==> src/rtl/sort_sched.sv <==
// sort_sched: shares one external 4-key descending sorter between NREQ requesters.
//
// A round-robin arbiter picks one pending requester while IDLE and pulses its
// req_ready. The job's keys are loaded into the sorter with a one-cycle sort_rdy
// strobe. The block then waits SORT_LAT cycles, captures the sorter bus and
// returns it with the winner's ID on a valid/ready response channel. Only one
// job is in flight at a time.
//
// Ports:
//   clk        clock, all logic on posedge
//   rst_n      synchronous active-low reset
//   req_valid  [NREQ]      request pending per requester
//   req_data   [NREQ*DW]   packed keys per requester, [7:6]=key1 .. [1:0]=key4
//   req_ready  [NREQ]      one-hot accept pulse to the granted requester
//   rsp_valid  result available
//   rsp_id     [IDW]       requester that owns the result
//   rsp_data   [DW]        sorted word, [7:6] largest .. [1:0] smallest
//   rsp_ready  response consumer accepts
//   sort_rdy   sorter load strobe
//   dat1..dat4 [2] each    keys to the sorter
//   sort       [DW]        sorter result bus
//   busy       high whenever a job is in progress
module sort_sched #(
    parameter int NREQ     = 2,
    parameter int DW       = 8,
    parameter int SORT_LAT = 2,
    parameter int IDW      = 3
) (
    input  logic               clk,
    input  logic               rst_n,
    input  logic [NREQ-1:0]    req_valid,
    input  logic [NREQ*DW-1:0] req_data,
    output logic [NREQ-1:0]    req_ready,
    output logic               rsp_valid,
    output logic [IDW-1:0]     rsp_id,
    output logic [DW-1:0]      rsp_data,
    input  logic               rsp_ready,
    output logic               sort_rdy,
    output logic [1:0]         dat1,
    output logic [1:0]         dat2,
    output logic [1:0]         dat3,
    output logic [1:0]         dat4,
    input  logic [DW-1:0]      sort,
    output logic               busy
);

    typedef enum logic [1:0] {
        S_IDLE  = 2'd0,
        S_ISSUE = 2'd1,
        S_WAIT  = 2'd2,
        S_RESP  = 2'd3
    } state_t;

    state_t               state_r;
    state_t               state_nxt_s;
    logic [IDW-1:0]       ptr_r;
    logic [IDW-1:0]       ptr_nxt_s;
    logic [IDW-1:0]       id_r;
    logic [7:0]           cnt_r;
    logic [2*NREQ-1:0]    dbl_s;
    logic [NREQ-1:0]      rot_s;
    logic                 gnt_found_s;
    logic [IDW-1:0]       gnt_idx_s;
    logic [NREQ-1:0]      gnt_onehot_s;
    logic [DW-1:0]        gnt_data_s;

    // Round-robin search: rotate requests so bit 0 is the current pointer,
    // then take the first set bit and map it back to a requester index.
    always_comb begin
        dbl_s       = {req_valid, req_valid};
        rot_s       = NREQ'(dbl_s >> ptr_r);
        gnt_found_s = 1'b0;
        gnt_idx_s   = {IDW{1'b0}};
        for (int i = 0; i < NREQ; i++) begin
            if (!gnt_found_s && rot_s[i]) begin
                gnt_found_s = 1'b1;
                gnt_idx_s   = IDW'((int'(ptr_r) + i) % NREQ);
            end else begin
                gnt_found_s = gnt_found_s;
            end
        end
    end

    // Decode the winner into a one-hot vector and select its key slice.
    always_comb begin
        gnt_onehot_s = {NREQ{1'b0}};
        gnt_data_s   = {DW{1'b0}};
        for (int i = 0; i < NREQ; i++) begin
            if (gnt_found_s && (gnt_idx_s == IDW'(i))) begin
                gnt_onehot_s[i] = 1'b1;
                gnt_data_s      = req_data[i*DW +: DW];
            end else begin
                gnt_onehot_s[i] = 1'b0;
            end
        end
        if (gnt_idx_s == IDW'(NREQ - 1)) begin
            ptr_nxt_s = {IDW{1'b0}};
        end else begin
            ptr_nxt_s = gnt_idx_s + IDW'(1);
        end
    end

    // The accept pulse must land in the grant cycle itself, so it is decoded
    // from the state register; gating with rst_n keeps it quiet during reset.
    always_comb begin
        if (rst_n && (state_r == S_IDLE)) begin
            req_ready = gnt_onehot_s;
        end else begin
            req_ready = {NREQ{1'b0}};
        end
    end

    // Next-state logic for the job sequencer.
    always_comb begin
        state_nxt_s = state_r;
        case (state_r)
            S_IDLE: begin
                if (gnt_found_s) begin
                    state_nxt_s = S_ISSUE;
                end else begin
                    state_nxt_s = S_IDLE;
                end
            end
            S_ISSUE: state_nxt_s = S_WAIT;
            S_WAIT: begin
                if (cnt_r == 8'd1) begin
                    state_nxt_s = S_RESP;
                end else begin
                    state_nxt_s = S_WAIT;
                end
            end
            S_RESP: begin
                if (rsp_ready) begin
                    state_nxt_s = S_IDLE;
                end else begin
                    state_nxt_s = S_RESP;
                end
            end
            default: state_nxt_s = S_IDLE;
        endcase
    end

    // State, arbitration pointer, latched job, latency counter and the
    // registered outputs (decoded from the next state so they align with it).
    always_ff @(posedge clk) begin
        if (!rst_n) begin
            state_r   <= S_IDLE;
            ptr_r     <= {IDW{1'b0}};
            id_r      <= {IDW{1'b0}};
            cnt_r     <= 8'd0;
            busy      <= 1'b0;
            sort_rdy  <= 1'b0;
            rsp_valid <= 1'b0;
            rsp_id    <= {IDW{1'b0}};
            rsp_data  <= {DW{1'b0}};
            dat1      <= 2'd0;
            dat2      <= 2'd0;
            dat3      <= 2'd0;
            dat4      <= 2'd0;
        end else begin
            state_r   <= state_nxt_s;
            busy      <= (state_nxt_s != S_IDLE);
            sort_rdy  <= (state_nxt_s == S_ISSUE);
            rsp_valid <= (state_nxt_s == S_RESP);
            if ((state_r == S_IDLE) && gnt_found_s) begin
                // Keys go straight into the sorter-facing registers and stay
                // there untouched until the next grant.
                dat1  <= gnt_data_s[7:6];
                dat2  <= gnt_data_s[5:4];
                dat3  <= gnt_data_s[3:2];
                dat4  <= gnt_data_s[1:0];
                id_r  <= gnt_idx_s;
                ptr_r <= ptr_nxt_s;
            end
            if (state_r == S_ISSUE) begin
                cnt_r <= 8'(SORT_LAT);
            end else if (state_r == S_WAIT) begin
                cnt_r <= cnt_r - 8'd1;
            end
            if ((state_r == S_WAIT) && (cnt_r == 8'd1)) begin
                rsp_data <= sort;
                rsp_id   <= id_r;
            end
        end
    end

endmodule

==> config.mk <==
export PLATFORM = sky130hd
export DESIGN_NAME = sort_sched
export DESIGN_NICKNAME = d
export VERILOG_FILES = /design/src/rtl/sort_sched.sv
export SDC_FILE = /design/constraint.sdc
export NUM_CORES = 1
export LEC_CHECK = 0
export CAP_MARGIN = 20
export CORE_UTILIZATION = 39
export CTS_CLUSTER_DIAMETER = 80
export DETAILED_ROUTE_END_ITERATION = 8
export PLACE_DENSITY = 0.78
export SETUP_SLACK_MARGIN = 0.02
export SLEW_MARGIN = 20
export SYNTH_ARGS = -nofsm -noshare
export SYNTH_HDL_FRONTEND = slang
export SYNTH_SLANG_ARGS = --single-unit
==> constraint.sdc <==
create_clock -name clk -period 2.3 [get_ports clk]
set_input_delay 0.46 -clock clk [delete_from_list [all_inputs] [get_ports clk]]
set_output_delay 0.46 -clock clk [all_outputs]
set_load 0.005 [all_outputs]
==> out/qor.yml <==
pwr:
  power.density_nw_per_um2: 734
  power.total_mw: 1.60
  p_leak_nw: 0.833
  ir_drop_uv: 513
yosys:
  synthArstFlopShare: 0
  synthFlopType: "dfxtp_1"
  postSynthAreaPerCell_um2: 9.04
  synth_cell_types: 40
  synth_area_um2: 1470
  ys_ff_latch: 32
  synth_edf_count: 0
  synth_cells: 162
  seq_area_frac_synth: 0.437
  yosysWarningCount: 0
timing:
  setup_tns_ns: 0
  slew_viol_final: 0
  clock_skew_ns: 0.00620
  worstMarginPinSlew_ns: 0.585
  relSlewSlack: 0.608
  hold_viol_final: 0
  fin_ws_ns: 0.0592
  max_freq_mhz: 446
  setup_viol: 0
  finalCritPeriodShare: 0.974
  period_needed_ns: 2.24
  rsz0062_at_grt: "false"
worst_setup_path:
  worstPathArrival_ns: 1.78
  worstPathRequired_ns: 1.84
  cpMaxStageDelayCell: "clkdlybuf4s50_1"
  startpoint_type: "input pin"
  worstSetupPathType: "input pin to primary output"
  crit_cells: 5
  crit_top_cell: "clkdlybuf4s50_1"
  crit_fanout: 8
  timing.rr.end: "busy"
  r2r_setup_slack_ns: 0.53
  rr_startpoint: "state_r[0]"
  crit_family: "buffers and inverters"
  ff2ff_path_depth: 6
  cp_num_buf_inv: 3
  endpoint_kind: "primary output"
  crit_chain: "clkdlybuf4s50_1, buf_4, nand2b_1, and3_1, clkdlybuf4s50_1"
  cp_slowest_stage_delay_ns: 0.50
worst_hold_path:
  worstHoldEndpoint: "rsp_data[6]"
  holdPathStages: 2
  min_from: "rsp_data[6]"
  hp-class: "register to register"
global_route:
  grt_pass1_vias: 1326
  grt_use_met1: 0.220
  top_usage_layer: "met2"
  grt_pass1_wl_um: 5820
  grt_overflow_total: 0
  grt_use_met3: 0.0707
  use_met2: 0.306
  grt_max_degree: 12
  grt_usage: 0.191
  antenna_found_initial: 0
placed_design:
  dp_hpwl_um: 2530
  dp.cells: 261
  io_buffer_count: 50
  gp_congestion: 0.765
  pre_cts_slack_ns: -0.0447
cts:
  path_clk_slew_ns: 0.06
  cts.sinks: 32
  clock_latency_ns: 0.29
  root_buffer: "clkbuf_8"
  htree_levels: 2
  cts_buffer_depth: 2
  cts_hold_buf: 0
  cts_made_buffers: 5
  cts_tree: "built"
finish:
  layout_commonest_cell: "clkdlybuf4s50_1"
  antenna_cells: 0
  layout_common_cells: "clkdlybuf4s50_1, dfxtp_1, a21oi_1"
  utilization: 0.630
  syn2layout_area_growth_pct: 49.1
  layout-drive-gt1-share: 0.126
  final-instance-count-excl-fill: 269
  fin_nets: 259
drt:
  firstDrtPassIters: 4
  routedWlPerCell_um: 13.3
  antenna_left: 0
  drt-total-wl_um: 3570
  drt-vias-per-instance: 5.25
  vias: 1412
  drt_iter0_markers: 104
  drc: 0
floorplan:
  die_h_um: 63.3
  rows: 21
  start_util: 0.422
  die_area_um2: 4010
  io-pin-count: 53
  core_um2: 3470
  fp.dieW_um: 63.3
run:
  maxCapViolations: 0
run_status:
  status: "completed"
[power breakdown]
group / total (mW) / switching [mW] / leakage (nW) / internal (mW)
logic: 0.466 / 0.219 / 0.520 / 0.247
clock network: 0.463 / 0.197 / 0.0503 / 0.266
registers: 0.673 / 0.0540 / 0.262 / 0.619
[timing repair]
action / 4_1_cts / 5_1_grt
pin swaps: 0 / 0
buffers inserted: 0 / 1
cloned: 0 / 0
endpoints found under the hold margin: 0 / 0
resized for setup: 3 / 6
endpoints found under the setup margin: 1 / 2
[cells in the mapped netlist (all sizes together), types with 2 or more instances]
master | number | share of area
a21oi | 24 | 0.082
a32oi | 4 | 0.024
and2 | 2 | 0.0085
and3 | 2 | 0.0085
buf | 4 | 0.023
clkbuf | 6 | 0.015
dfxtp | 32 | 0.44
ha | 7 | 0.060
inv | 7 | 0.018
nand2 | 3 | 0.0077
nand2b | 3 | 0.013
nand3 | 12 | 0.041
nor2 | 5 | 0.013
nor2b | 2 | 0.0085
o21ai | 18 | 0.061
o2bb2ai | 2 | 0.012
o32ai | 4 | 0.024
or3 | 4 | 0.017
or4 | 2 | 0.010
[cells by family after synthesis]
kind of cell               count (synthesis)  synth area share
DFF                                       32             0.437
buffers and inverters                     17            0.0564
adders and majority gates                  7            0.0598
other                                      1           0.00256
xor gates and xnor gates                   2            0.0120
and+or+nand+nor                           42             0.179
AOI/OAI and AO/OA                         61             0.253
[layer usage]
metal  vias to the layer above  wire [um]
met2                        50       1630
met1                       647       1630
li1                        709          -
met3                         6        243
met4                         0         67
met5                         -          0
[sequential cells by signal, indices dropped and copies added (netlist names)]
name / count
dat2: 2
state_r: 2
busy: 1
id_r: 1
dat1: 2
sort_rdy: 1
rsp_id: 1
rsp_data: 8
dat4: 2
dat3: 2
rsp_valid: 1
cnt_r: 8
ptr_r: 1
[stage by stage]
stage	instance area, um^2	hold slack (ns)
floorplan	1470	0.444
global placement	2060	0.461
detailed placement	2060	0.466
CTS	2160	0.474
global route	2180	0.497
finish	2180	0.474
[how the worst max path moves through the flow]
stage	from	to	slack (ns)
after global placement	req_valid[0]	req_ready[0]	-0.01
after detailed placement	req_valid[0]	req_ready[0]	-0.04
after global routing	req_valid[0]	req_ready[1]	0.03
after floorplan	state_r[0]	cnt_r[5]	0.54
after CTS	state_r[0]	req_ready[0]	0.02
final	req_valid[0]	req_ready[1]	0.06
[layout make-up]
| cell class | count | area (um^2) |
|---|---|---|
| sequential | 32 | 641 |
| clock buffer | 7 | 96.3 |
| fill | 305 | 1280 |
| inverter | 7 | 26.3 |
| tap | 46 | 57.6 |
| multi-input combinational | 114 | 764 |
| timing repair buffer | 63 | 599 |
[tightest hold or removal path: stages (launching register included)]
cell	delay (ns)
dfxtp_1	0.30
o21ai_0	0.06
a21oi_1	0.06
No activity file was read; power rests on OpenSTA's default activity.
